## src/rtl/encoder8_3_seq_pkg.sv

```systemverilog
// ---------------------------------------------------------------------------
// enc_pkg
// Shared constants, state encoding and popcount helper for the sequential
// 8-to-3 encoder (encoder8_3_seq) and its priority selector (prio_sel8).
// ---------------------------------------------------------------------------
package enc_pkg;

   localparam int N_IN  = 8;   // request word width
   localparam int N_OUT = 3;   // binary code width, clog2(N_IN)
   localparam int CNT_W = 4;   // popcount width, holds 0..8

   typedef enum logic {
      IDLE = 1'b0,
      EMIT = 1'b1
   } state_e;

   // Number of set bits in an N_IN-bit word.
   function automatic logic [CNT_W-1:0] popcount8(input logic [N_IN-1:0] v);
      logic [CNT_W-1:0] c;
      c = '0;
      for (int i = 0; i < N_IN; i++) begin
         c = c + {{(CNT_W-1){1'b0}}, v[i]};
      end
      return c;
   endfunction

endpackage

```

## src/rtl/encoder8_3_seq_prio_sel8.sv

```systemverilog
// ---------------------------------------------------------------------------
// prio_sel8
// Combinational priority selector over the pending request word.
//   pending_i  [N_IN-1:0]  in   bits still waiting to be emitted
//   idx_o      [N_OUT-1:0] out  index of the selected set bit (0 if none)
//   clr_mask_o [N_IN-1:0]  out  one-hot mask of the selected bit (0 if none)
//   any_o                  out  at least one bit of pending_i is set
// PRIO_HIGH_FIRST = 0 selects the lowest set bit, 1 the highest.
// ---------------------------------------------------------------------------
module prio_sel8
   import enc_pkg::*;
#(
   parameter int PRIO_HIGH_FIRST = 0
) (
   input  logic [N_IN-1:0]  pending_i,
   output logic [N_OUT-1:0] idx_o,
   output logic [N_IN-1:0]  clr_mask_o,
   output logic             any_o
);

   always_comb begin
      idx_o      = '0;
      clr_mask_o = '0;
      any_o      = |pending_i;
      // The last match written wins, so the scan direction sets the priority.
      if (PRIO_HIGH_FIRST != 0) begin
         for (int i = 0; i < N_IN; i++) begin
            if (pending_i[i]) idx_o = N_OUT'(i);
         end
      end else begin
         for (int i = N_IN - 1; i >= 0; i--) begin
            if (pending_i[i]) idx_o = N_OUT'(i);
         end
      end
      if (any_o) clr_mask_o = N_IN'(1) << idx_o;
   end

endmodule

```

## src/rtl/encoder8_3_seq.sv

```systemverilog
// ---------------------------------------------------------------------------
// encoder8_3_seq
// Sequential 8-to-3 encoder. Captures a request word over a valid/ready
// handshake and emits the index of every set bit, one per output handshake,
// in priority order (lowest first, or highest first with PRIO_HIGH_FIRST=1).
//   clk        in   rising-edge clock
//   rst        in   synchronous reset, active-high
//   in         in   [8] request word
//   in_valid   in   word on 'in' is valid
//   in_ready   out  block can accept a word (IDLE and not in reset)
//   out        out  [3] index of the selected set bit
//   out_valid  out  'out' holds a valid code
//   out_ready  in   downstream accepts 'out'
//   out_last   out  final code of the current word
//   out_cnt    out  [4] popcount of the captured word
//   err        out  (only with ENC_ZERO_ERR_EN) one-cycle pulse when an
//                   all-zero word is accepted
// Optional feature macro: ENC_ZERO_ERR_EN.
// ---------------------------------------------------------------------------
module encoder8_3_seq
   import enc_pkg::*;
#(
   parameter int N_IN            = enc_pkg::N_IN,
   parameter int N_OUT           = enc_pkg::N_OUT,
   parameter int PRIO_HIGH_FIRST = 0
) (
   input  logic             clk,
   input  logic             rst,
   input  logic [N_IN-1:0]  in,
   input  logic             in_valid,
   output logic             in_ready,
   output logic [N_OUT-1:0] out,
   output logic             out_valid,
   input  logic             out_ready,
   output logic             out_last,
`ifdef ENC_ZERO_ERR_EN
   output logic [CNT_W-1:0] out_cnt,
   output logic             err
`else
   output logic [CNT_W-1:0] out_cnt
`endif
);

   state_e             state_q, state_d;
   logic [N_IN-1:0]    pending_q, pending_d;
   logic [CNT_W-1:0]   cnt_q, cnt_d;
`ifdef ENC_ZERO_ERR_EN
   logic               err_q, err_d;
`endif

   logic [N_OUT-1:0]   sel_idx;
   logic [N_IN-1:0]    sel_mask;
   logic               sel_any;
   logic               accept;

   prio_sel8 #(
      .PRIO_HIGH_FIRST (PRIO_HIGH_FIRST)
   ) u_sel (
      .pending_i  (pending_q),
      .idx_o      (sel_idx),
      .clr_mask_o (sel_mask),
      .any_o      (sel_any)
   );

   // Outputs are pure functions of the state and pending registers, so they
   // cannot move while the downstream stalls.
   assign in_ready  = (state_q == IDLE) & ~rst;
   assign accept    = in_valid & in_ready;
   assign out       = sel_idx;
   assign out_valid = (state_q == EMIT) & sel_any;
   assign out_last  = (popcount8(pending_q) == CNT_W'(1));
   assign out_cnt   = cnt_q;
`ifdef ENC_ZERO_ERR_EN
   assign err       = err_q;
`endif

   always_comb begin
      state_d   = state_q;
      pending_d = pending_q;
      cnt_d     = cnt_q;
`ifdef ENC_ZERO_ERR_EN
      err_d     = 1'b0;
`endif
      case (state_q)
         IDLE: begin
            if (accept) begin
               pending_d = in;
               cnt_d     = popcount8(in);
               if (|in) begin
                  state_d = EMIT;
               end else begin
`ifdef ENC_ZERO_ERR_EN
                  err_d = 1'b1;
`endif
               end
            end
         end
         EMIT: begin
            if (out_valid && out_ready) begin
               pending_d = pending_q & ~sel_mask;
               if (out_last) state_d = IDLE;
            end
         end
         default: state_d = IDLE;
      endcase
   end

   always_ff @(posedge clk) begin
      if (rst) begin
         state_q   <= IDLE;
         pending_q <= '0;
         cnt_q     <= '0;
`ifdef ENC_ZERO_ERR_EN
         err_q     <= 1'b0;
`endif
      end else begin
         state_q   <= state_d;
         pending_q <= pending_d;
         cnt_q     <= cnt_d;
`ifdef ENC_ZERO_ERR_EN
         err_q     <= err_d;
`endif
      end
   end

endmodule
```

## config.mk

```make
export PLATFORM = sky130hd
export DESIGN_NAME = encoder8_3_seq
export DESIGN_NICKNAME = d
export VERILOG_FILES = /design/src/rtl/encoder8_3_seq_pkg.sv /design/src/rtl/encoder8_3_seq_prio_sel8.sv /design/src/rtl/encoder8_3_seq.sv
export SDC_FILE = /design/constraint.sdc
export NUM_CORES = 1
export LEC_CHECK = 0
export ABC_AREA = 1
export CAP_MARGIN = 10
export CORE_ASPECT_RATIO = 1.1
export CORE_MARGIN = 5
export CORE_UTILIZATION = 40
export DETAILED_ROUTE_END_ITERATION = 12
export GPL_TIMING_DRIVEN = 0
export PLACE_DENSITY = 0.69
export SLEW_MARGIN = 30
export SYNTH_ARGS = -nofsm -noshare
export SYNTH_HDL_FRONTEND = slang
export SYNTH_HIERARCHICAL = 1
export SYNTH_SLANG_ARGS = --single-unit
```

## constraint.sdc

```tcl
create_clock -name clk -period 4.04 [get_ports clk]
set_input_delay 0.808 -clock clk [delete_from_list [all_inputs] [get_ports clk]]
set_output_delay 0.808 -clock clk [all_outputs]
set_load 0.005 [all_outputs]
```

=== Word-level counts from Yosys, hierarchy flattened ===
Cells that the tools add are included.

* Equality and inequality tests: 3
* Bitwise operators: 7
* Reduce and logical (&&, ||, !) cells: 5
* Shifts and indexed selects: 1
* Mux-type cells: 17
* Add/sub/neg operators: 14

{| class="wikitable"
|+ Operators by type and width
! cell !! number
|-
| $add A4 B1 Y4 || 8
|-
| $mux W3 || 8
|-
| $mux W8 || 3
|-
| $pmux W8 S2 || 1
|-
| $reduce_or A8 Y1 || 2
|-
| $add A3 B1 Y4 || 2
|-
| $and A8 B8 Y8 || 1
|-
| $not A8 Y8 || 1
|-
| $shl A1 B3 Y8 const A || 1
|-
| $add A2 B1 Y3 || 2
|-
| $add A1 B1 Y2 || 2
|-
| $eq A4 B1 Y1 const B || 1
|-
| $mux W1 || 4
|-
| $reduce_and A2 Y1 || 2
|-
| $and A1 B1 Y1 || 3
|-
| $ne A2 B1 Y1 const B || 1
|-
| $ne A2 B2 Y1 const B || 1
|-
| $not A1 Y1 || 2
|-
| $pmux W1 S2 || 1
|-
| $logic_and A1 B1 Y1 || 1
|}

* Input port bits: 12
* Word-level logic and storage cells: 50
* Bits in registers: 13

=== Longest topological paths before layout ===
* Depth in word-level cells: 14
* Gate-level depth with buffers: 15

=== Modules after synthesis ===
The synthesis kept the hierarchy.

{| class="wikitable"
|+ By module, submodules not included
! module !! sequential area each (sq um) !! cells an instance !! area each (sq um) !! times used
|-
| encoder8_3_seq || 260.2 || 142 || 1034.7 || 1
|-
| prio_sel8 || 0.0 || 40 || 235.2 || 1
|}

=== Worst setup path before layout ===
Ideal clock, no wire load.

* Path type: register to output
* Start point: register pending_q[0]
* End point: output port out_last
* Path buffers: 0
* Arrival time: 2.852 ns
* Cell stages (with the launch flop): 12
* Setup slack: 0.380 ns
* Path through: dfxtp_1 -> inv_1 -> fa_1 -> fa_1 -> fa_1 -> inv_1 -> ha_1 -> inv_1 -> fa_1 -> nand2_1 -> nor2_1 -> and2_1

* Cells in the longest elaborated chain, start to end: 8

{| class="wikitable"
|+ Ends and longest elaborated chain
! element !! RTL line !! RTL
|-
| start, declared || encoder8_3_seq.sv:45 || <nowiki>logic [N_IN-1:0] pending_q, pending_d;</nowiki>
|-
| start signal, assigned || encoder8_3_seq.sv:118 || <nowiki>pending_q <= pending_d;</nowiki>
|-
| $add A1 B1 Y2 || encoder8_3_seq_pkg.sv:22 || <nowiki>c = c + {{(CNT_W-1){1'b0}}, v[i]};</nowiki>
|-
| $add A2 B1 Y3 || encoder8_3_seq_pkg.sv:22 ||
|-
| $add A3 B1 Y4 || encoder8_3_seq_pkg.sv:22 ||
|-
| $add A4 B1 Y4 (4 in a row) || encoder8_3_seq_pkg.sv:22 ||
|-
| $eq A4 B1 Y1 || encoder8_3_seq.sv:71 || <nowiki>assign out_last = (popcount8(pending_q) == CNT_W'(1));</nowiki>
|-
| end, declared || encoder8_3_seq.sv:35 || <nowiki>output logic out_last,</nowiki>
|}

No other way between the ends.

=== Worst setup path in the final report ===
* Start point: register pending_q[3]
* End point: output port out_last

* Cells in the longest elaborated chain, start to end: 6

{| class="wikitable"
|+ Ends and longest elaborated chain
! element !! RTL line
|-
| $add A3 B1 Y4 || encoder8_3_seq_pkg.sv:22
|-
| $add A4 B1 Y4 (4 in a row) || encoder8_3_seq_pkg.sv:22
|-
| $eq A4 B1 Y1 || encoder8_3_seq.sv:71
|}

No other way between the ends.

==> results.toml <==
[critical_path]
cp_top_family = "adder cells"
crit_type = "reg -> out"
cp-startpoint = "pending_q[3]"
endpoint_kind = "output pin"
worstReg2RegStart = "pending_q[3]"
ff2ff_path_depth = 18
crit_path_frequent_cell = "fa_1"
required_ns = 3.23
cp_max_fo = 2
path_buf_inv = 4
crit_end = "out_last"
path_depth = 12
slowest_stage = "fa_1"
r2r_slack_ns = 0.51
cpPeakStageDelay_ns = 0.54
start_kind = "flip-flop"
timing.rr.end = "state_q"
critPathArrivalTime_ns = 3.20
worstPathCellList = "inv_2, fa_1, fa_1, fa_1, inv_1, ha_2, inv_2, fa_1, nand2_1, nor2_1, and2_1, buf_2"

[pwr]
seqPwrFrac_pct = 29.8
clockPowerShare_pct = 16.6
combPwrFrac_pct = 53.6
p_sw_uw = 177
p_sw_share_pct = 36.6
p_leak_nw = 0.784
power.internal_uw = 307
power_density_mw_per_mm2 = 297
ir_worst_vdd_mv = 0.200
total_power_uw = 483

[clock_tree]
cts_root_buf = "clkbuf_4"
numCtsBuffers = 3
cts.sinks = 13
hold_buffers = 0
cts_buffer_depth = 2
cts_tree = "built"
cts_max_level = 1
clk-insertion-delay-late_ns = 0.27
clk_pin_slew_ns = 0.08

[sta]
fin_setup_tns_ns = 0
setup_slack_ns = 0.0349
setup_viol = 0
fin_crit_sh_pct = 99.1
max_freq_mhz = 250
holdWs_ns = 0.467
rsz0062_at_grt = "yes"
period_minus_slack_ns = 4.01
finalClockSkew_ns = 0.00117
hold_violations = 0
tightest_slew_ns = 0.474
drv_slew = 0
maxSlewHeadroom_pct = 68.4

[route]
first_pass_iters = 4
wirelength_um = 2640
wl_per_cell_um = 10.5
viasPerCell = 4.53
dr_total_vias = 1136
antenna_left = 0
drt_iter0_drc = 34
drc = 0

[grt]
overflow = 0
grt_pass1_wl_um = 4560
grt_usage_pct = 12.6
antenna_found_initial = 0
first_global_vias = 1077
grt_max_degree = 11

[yosys]
synth.most_common_cell = "inv_1"
synth_commonest_cells = "37 x inv_1, 34 x nand2_1, 18 x nor2_1"
yosysTopAreaCell = "dfxtp_1"
seq_area_frac_synth_pct = 20.5
synth-seq-cells = 13
synth_warnings = 6
synthTopCellsByArea = "dfxtp_1 20%, fa_1 13%, inv_1 11%"
synth_nets = 209
synth_area_sq_mm = 0.00127
syn_area_per_cell_sq_um = 6.98
ys_types = 28
synthArstFlopShare_pct = 0
synth-edff-count = 0
netlist.area_leader.share_pct = 20.5
synthCells = 182
synthFlopType = "dfxtp_1"

[floorplan]
rows = 21
core_sq_mm = 0.00305
io_pins = 22
start_util_pct = 41.7
die_area_sq_mm = 0.00440
die_x_um = 63.7
die_height_um = 69.1

[final_layout]
fillers = 292
drive_gt1_share_pct = 22.6
stdcell_area_sq_mm = 0.00163
final_cells = 251
layout.nets = 245
num_antenna_cells = 0
layout-area-overhead-vs-synth_pct = 28.2
post-route-util_pct = 53.4

[hold_path]
hp-class = "reg -> reg"
worstHoldStart = "out_cnt[0]"

[run_status]
status = "finished clean"

[run]
drv_cap = 0

[placement]
gp_congestion = 0.846
port_buffers = 21
hpwl_um = 2150
post-place-cells = 237
dpl_cell_area_sq_mm = 0.00152
post-place-ws_ns = -0.240
-- power by group through the flow --
stage	logic [mW]	clock network (mW)	registers (mW)
5_1_grt	0.295	0.0915	0.146
4_1_cts	0.257	0.0834	0.144
2_1_floorplan	0.147	0	0.147
3_5_place_dp	0.220	0	0.148
3_3_place_gp	0.218	0	0.148
6_report	0.259	0.0801	0.144
-- per-layer routing --
layer	vias up	track usage (%)	part of all wire [%]
li1	616	-	-
met1	479	15.4	46
met2	35	20.9	47
met3	6	2.60	5.0
met4	0	5.77	2.4
met5	-	0	0
-- sequential cells by signal, summed over array words and instances (netlist names) --
signal	cells
pending_q	8
out_cnt	4
state_q	1
-- placed cells by master, fill, tap and decap left out, types with 3 or more instances in the layout --
cell type	count
a21oi_1	10
buf_4	10
clkbuf_1	3
clkbuf_4	3
clkdlybuf4s50_1	20
dfxtp_1	10
fa_1	8
ha_1	6
inv_1	35
inv_2	8
nand2_1	34
nand2_2	4
nand2_4	7
nand3_1	6
nor2_1	18
nor2_2	3
o21ai_0	10
-- how the worst min path moves through the flow --
stage                  to  slack (ns)  cells after the start
2_1_floorplan  out_cnt[0]        0.46                      2
3_3_place_gp   out_cnt[0]        0.46                      2
3_5_place_dp   out_cnt[0]        0.46                      2
4_1_cts        out_cnt[0]        0.47                      2
5_1_grt        out_cnt[0]        0.51                      2
6_report       out_cnt[0]        0.47                      2
-- area by class of cell --
cell class	count	area, sq um	area share, %
timing repair buffer	31	280	17.2
tap	34	42.5	2.61
sequential	13	267	16.4
clock buffer	4	26.3	1.61
multi-input combinational	120	805	49.4
inverter	45	184	11.3
buffer	4	23.8	1.46
-- worst min-delay path: stages, from the launching register on --
cell	delay, ns
dfxtp_1	0.32
nand2_1	0.06
a21oi_1	0.05
-- timing repair --
item	4_1_cts	5_1_grt
setup endpoints to repair	1	1
cloned	0	0
gates resized for setup	11	0
setup buffers	9	1
pin swaps	6	4
-- cells by family after synthesis --
group	synth area share (%)
buffers and inverters	16.4
DFF	20.5
AOI/OAI and AO/OA	10.1
and+or+nand+nor	32.8
xor gates and xnor gates	0.690
adders and majority gates	19.5
Power figures use the tool's default switching activity.
